### src/rtl/uart_pkg.sv
// uart_pkg: shared state type and line levels for the UART tx scheduler.
package uart_pkg;

    localparam int UART_DATA_W = 8;

    localparam logic TX_IDLE_LVL  = 1'b1;
    localparam logic TX_STOP_LVL  = 1'b1;
    localparam logic TX_START_LVL = 1'b0;

    typedef enum logic [2:0] {
        IDLE,
        ARM,
        START,
        DATA,
        STOP
    } uart_state_t;

endpackage

### src/rtl/rr_arbiter.sv
// rr_arbiter: combinational round-robin pick, searching upward from ptr.
module rr_arbiter
    import uart_pkg::*;
#(
    parameter  int NUM_REQ = 4,
    localparam int ID_W    = $clog2(NUM_REQ)
) (
    input  logic [NUM_REQ-1:0] valid,
    input  logic [ID_W-1:0]    ptr,
    output logic [NUM_REQ-1:0] grant,
    output logic [ID_W-1:0]    idx
);

    int              k;
    logic [ID_W-1:0] kk;
    logic            found;

    always_comb begin
        grant = '0;
        idx   = '0;
        found = 1'b0;
        k     = 0;
        kk    = '0;
        for (int off = 0; off < NUM_REQ; off++) begin
            k = int'(ptr) + off;
            if (k >= NUM_REQ) begin
                k = k - NUM_REQ;
            end
            kk = ID_W'(k);
            if (!found && valid[kk]) begin
                found     = 1'b1;
                grant[kk] = 1'b1;
                idx       = kk;
            end
        end
    end

endmodule

### src/rtl/uart_tx_scheduler.sv
// uart_tx_scheduler: round-robin sharing of one 8N1 UART tx line.
// All bit timing comes from the external baud_tick pulse.
module uart_tx_scheduler
    import uart_pkg::*;
#(
    parameter  int NUM_REQ = 4,
    parameter  int DATA_W  = UART_DATA_W,
    localparam int ID_W    = $clog2(NUM_REQ)
) (
    input  logic                      clk,
    input  logic                      reset,
    input  logic                      baud_tick,
    input  logic                      enable,
    input  logic [NUM_REQ-1:0]        req_valid,
    input  logic [NUM_REQ*DATA_W-1:0] req_data,
    output logic [NUM_REQ-1:0]        req_ready,
    output logic [ID_W-1:0]           grant_id,
    output logic                      busy,
    output logic                      frame_done,
    output logic                      tx
);

    localparam int              CNT_W    = $clog2(DATA_W);
    localparam logic [CNT_W-1:0] LAST_BIT = CNT_W'(DATA_W - 1);
    localparam logic [ID_W-1:0]  LAST_ID  = ID_W'(NUM_REQ - 1);

    uart_state_t        state;
    logic [ID_W-1:0]    rr_ptr;
    logic [DATA_W-1:0]  shift;
    logic [CNT_W-1:0]   bit_cnt;
    logic [NUM_REQ-1:0] arb_grant;
    logic [ID_W-1:0]    arb_idx;
    logic [DATA_W-1:0]  arb_data;
    logic [ID_W-1:0]    next_ptr;
    logic               can_grant;

    rr_arbiter #(
        .NUM_REQ (NUM_REQ)
    ) u_arb (
        .valid (req_valid),
        .ptr   (rr_ptr),
        .grant (arb_grant),
        .idx   (arb_idx)
    );

    assign can_grant = enable && (|req_valid);
    assign next_ptr  = (arb_idx == LAST_ID) ? '0 : arb_idx + ID_W'(1);

    always_comb begin
        arb_data = '0;
        for (int i = 0; i < NUM_REQ; i++) begin
            if (arb_grant[i]) begin
                arb_data = req_data[i*DATA_W +: DATA_W];
            end
        end
    end

    // Pointer only advances on an actual accept, never on a bare request.
    always_ff @(posedge clk or posedge reset) begin
        if (reset) begin
            state      <= IDLE;
            tx         <= TX_IDLE_LVL;
            req_ready  <= '0;
            grant_id   <= '0;
            busy       <= 1'b0;
            frame_done <= 1'b0;
            rr_ptr     <= '0;
            shift      <= '0;
            bit_cnt    <= '0;
        end else begin
            req_ready  <= '0;
            frame_done <= 1'b0;
            unique case (state)
                IDLE: begin
                    if (can_grant) begin
                        req_ready <= arb_grant;
                        grant_id  <= arb_idx;
                        rr_ptr    <= next_ptr;
                        shift     <= arb_data;
                        busy      <= 1'b1;
                        state     <= ARM;
                    end
                end
                ARM: begin
                    if (baud_tick) begin
                        tx    <= TX_START_LVL;
                        state <= START;
                    end
                end
                START: begin
                    if (baud_tick) begin
                        tx      <= shift[0];
                        shift   <= {1'b0, shift[DATA_W-1:1]};
                        bit_cnt <= '0;
                        state   <= DATA;
                    end
                end
                DATA: begin
                    if (baud_tick) begin
                        if (bit_cnt == LAST_BIT) begin
                            tx    <= TX_STOP_LVL;
                            state <= STOP;
                        end else begin
                            tx      <= shift[0];
                            shift   <= {1'b0, shift[DATA_W-1:1]};
                            bit_cnt <= bit_cnt + CNT_W'(1);
                        end
                    end
                end
                STOP: begin
                    if (baud_tick) begin
                        frame_done <= 1'b1;
                        if (can_grant) begin
                            req_ready <= arb_grant;
                            grant_id  <= arb_idx;
                            rr_ptr    <= next_ptr;
                            shift     <= arb_data;
                            tx        <= TX_START_LVL;
                            state     <= START;
                        end else begin
                            busy  <= 1'b0;
                            state <= IDLE;
                        end
                    end
                end
                default: begin
                    state <= IDLE;
                end
            endcase
        end
    end

endmodule
### config.mk
export PLATFORM = sky130hd
export DESIGN_NAME = uart_tx_scheduler
export DESIGN_NICKNAME = d
export VERILOG_FILES = /design/src/rtl/uart_pkg.sv /design/src/rtl/rr_arbiter.sv /design/src/rtl/uart_tx_scheduler.sv
export SDC_FILE = /design/constraint.sdc
export NUM_CORES = 1
export LEC_CHECK = 0
export BUFFER_PORTS_ARGS = -buffer_cell sky130_fd_sc_hd__buf_2
export CAP_MARGIN = 20
export CORE_MARGIN = 3
export CORE_UTILIZATION = 53
export DETAILED_ROUTE_END_ITERATION = 6
export PLACE_DENSITY = 0.8
export RECOVER_POWER = 25
export SLEW_MARGIN = 20
export SYNTH_ARGS = -nofsm -noshare
export SYNTH_HDL_FRONTEND = slang
export SYNTH_SLANG_ARGS = --single-unit
### constraint.sdc
create_clock -name clk -period 3 [get_ports clk]
set_input_delay 0.3 -clock clk [delete_from_list [all_inputs] [get_ports clk]]
set_output_delay 0.3 -clock clk [all_outputs]
set_load 0.02 [all_outputs]
==> metrics.yaml <==
critical_path:
  worstSetupStartpoint: "rr_ptr[1]$_DFFE_PP0P_"
  cp.buffers_inverters: 1
  worst_setup_path_start_kind: "flip-flop"
  worst_path_largest_cell_delay_ps: 540
  worst-endpoint-required_ps: 3210
  cp_top_family: "compound AO/OA/AOI/OAI gates"
  worst-setup-path-type: "flip-flop to flip-flop"
  cp_max_fo: 9
  crit_path_cell_trace: "inv_1 -> ha_1 -> mux4_2 -> a22o_1 -> a221o_2 -> a221oi_1 -> o21ai_1"
  rr_startpoint: "rr_ptr[1]$_DFFE_PP0P_"
  critPathArrivalTime_ps: 3030
  worst_setup_path_end_kind: "flip-flop"
  worst_path_slowest_cell: "sky130_fd_sc_hd__dfrtp_1"
global_routing:
  grt-ovfl-total: 0
  grt_first_pass_wirelength_microns: 7200
  grt_start_max_net_pins: 28
  globalRouteTotalUtil_pct: 21.1
  first_global_vias: 1594
  grt_antenna_before_repair: 0
clock_tree:
  clock_latency_ps: 320
  cts.reportedPaths.clkPinSlew_ps: 140
  cts.repair_timing.setup_buffer_count: 0
  cts_sinks: 25
  postCtsResizedCells: 0
  ctsHoldBuffers: 0
  clock_tree.buffer_depth: 2
  cts_made_buffers: 3
  clock_tree_from_tritoncts: "done"
  cts_htree_levels: 1
  clockRootBuffer: "sky130_fd_sc_hd__clkbuf_4"
sta:
  worst_slew_pin_slew_ps: 722
  final.period_utilization_pct: 94.0
  clock-skew-final_ps: 2.36
  hold_ws_ps: -29.6
  fin_ws_ps: 181
  rsz0062_at_grt: "no"
  max_freq_ghz: 0.355
  maxSlewViolCount: 0
  hold_viol_final: 11
  setup_viol: 0
  min_period_ps: 2820
  worst_slew_margin_rel_pct: 51.9
  tns_ps: 0
yosys:
  yosys_warnings: 0
  yosys_most_used_dff: "sky130_fd_sc_hd__dfrtp_1"
  post_synth_num_cell_types: 43
  post_synth_edffs: 0
  synth-async-reset-ratio_pct: 100
  postSynthAreaPerCell_sq_um: 9.42
  syn-cell-area_sq_um: 1870
  postSynthRegisterBits: 25
  syn_nets: 247
  synth-seq-area-share_pct: 33.4
  synthesis.instances: 199
floorplan:
  placeableCoreArea_sq_um: 3200
  die_h_microns: 65.5
  floorplan.initialDensity_pct: 58.5
  design.portCount: 49
  rows: 20
  horizontal_die_dimension_microns: 65.5
  die-area_sq_um: 4290
route:
  detailedRoute.firstPassIterationCount: 4
  detail_route.wirelength_microns: 4360
  antenna_left: 0
  route.vias.total: 1738
  viasPerCell: 6.03
  drc_errors: 0
  route.detailed.wl_per_inst_microns: 15.1
  first_iter_violations: 135
placement:
  sum_of_net_half_perimeters_after_detailed_placement_microns: 3200
  place_worst_setup_slack_ps: 172
  gp_congestion: 0.904
  io_buffer_count: 48
  placedInstanceArea_sq_um: 2130
pwr:
  pwr_density_nw_per_um2: 886
  total_leakage_power_nw: 0.986
  vdd_drop_max_mv: 0.863
job:
  drv.max_cap_violation_count: 0
finish:
  layout_commonest_cell: "sky130_fd_sc_hd__buf_2"
  highest_count_cells_in_the_layout_ignoring_fill_and_taps: "sky130_fd_sc_hd__buf_2 (48), sky130_fd_sc_hd__nand2_1 (29), sky130_fd_sc_hd__dfrtp_1 (23), sky130_fd_sc_hd__o21ai_0 (12), sky130_fd_sc_hd__a31oi_1 (10)"
  nNetsFinal: 293
  post_route_cells_drive_above_1_share_pct: 27.9
  fillCellCount: 299
  final_area_sq_um: 2160
  area_delta_synth_final_pct: 15.3
  insertedDiodeCount: 0
run_status:
  violated_checks: "hold timing"
  status: "finished, violations left"
hold_path:
  min-delay-path-class: "input pin to async pin"
## report_power, final
| part | switching (W) | total (W) | internal [W] |
|---|---|---|---|
| clock | 0.000103 | 0.000155 | 0.0000521 |
| sequential | 0.000100 | 0.000538 | 0.000438 |
| combinational | 0.000719 | 0.00122 | 0.000503 |
| total | 0.000922 | 0.00192 | 0.000993 |
## state kept, by name, summed over array words and instances, names as in the netlist
| register | flops |
|---|---|
| shift | 8 |
| req_ready | 4 |
| bit_cnt | 3 |
| state | 3 |
| grant_id | 2 |
| rr_ptr | 2 |
| busy | 1 |
| frame_done | 1 |
| tx | 1 |
## stage by stage
stage | cells | utilization, % | hold WS, ps | total power (W)
CTS | 287 | 67.3 | 200 | 0.00190
floorplan | 199 | - | 327 | 0.00149
global placement | 283 | 66.5 | 456 | 0.00173
detailed placement | 283 | 66.5 | 458 | 0.00175
finish | 288 | 67.5 | -29.6 | 0.00192
global route | 288 | 67.5 | -11.1 | 0.00207
## worst paths after layout
| kind | end | depth (start not counted) | slack (ps) |
|---|---|---|---|
| worst max-delay path | shift[3]$_DFFE_PP0P_ | 7 | 180 |
| worst min-delay path | shift[2]$_DFFE_PP0P_ | 2 | -30 |
| worst max register to register | shift[3]$_DFFE_PP0P_ | 7 | 180 |
| worst min register to register | grant_id[0]$_DFFE_PP0P_ | 2 | 490 |
| max in group asynchronous | busy$_DFFE_PP0P_ | 3 | 2030 |
| min in group clk | shift[6]$_DFFE_PP0P_ | 3 | 220 |
## worst register-to-register path: cells and delay by family, from the launching register on
kind / cells / cell delay [ps]
adders and majority gates: 1 / 400
buffers and inverters: 1 / 130
AOI/OAI and AO/OA: 4 / 1190
muxes: 1 / 450
DFF: 1 / 540
## per-layer routing
layer	vias to the layer above	routed length (microns)	track usage [%]
met3	5	169	2.05
met2	49	2030	33.2
met5	-	0	0
met1	820	2100	30.6
met4	0	53	6.22
li1	864	-	-
## cell families after synthesis
| kind of cell | after synthesis | synth area share (%) |
|---|---|---|
| buffers and inverters | 18 | 4.94 |
| adders and majority gates | 8 | 5.34 |
| AOI/OAI and AO/OA | 81 | 34.2 |
| muxes | 8 | 6.48 |
| DFF | 25 | 33.4 |
| and+or+nand+nor | 59 | 15.6 |
## layout make-up
type / count / area (sq um) / area share (%)
multi-input combinational: 156 / 1150 / 53.4
sequential: 25 / 628 / 29.1
timing repair buffer: 53 / 274 / 12.7
tap: 44 / 55.1 / 2.55
clock buffer: 4 / 26.3 / 1.22
inverter: 6 / 22.5 / 1.04
## synth_stat cells (all sizes together), types with 6 or more instances
cell type	number	share of area [%]
o21ai	21	5.6
a221oi	11	7.3
inv	6	1.2
dfrtp	24	32
nor2	8	1.6
a21oi	9	2.4
nand2	29	5.8
ha	8	5.3
a31oi	10	3.3
o221ai	8	3.7
clkbuf	7	1.5
No activity file was read; power rests on OpenSTA's default activity.
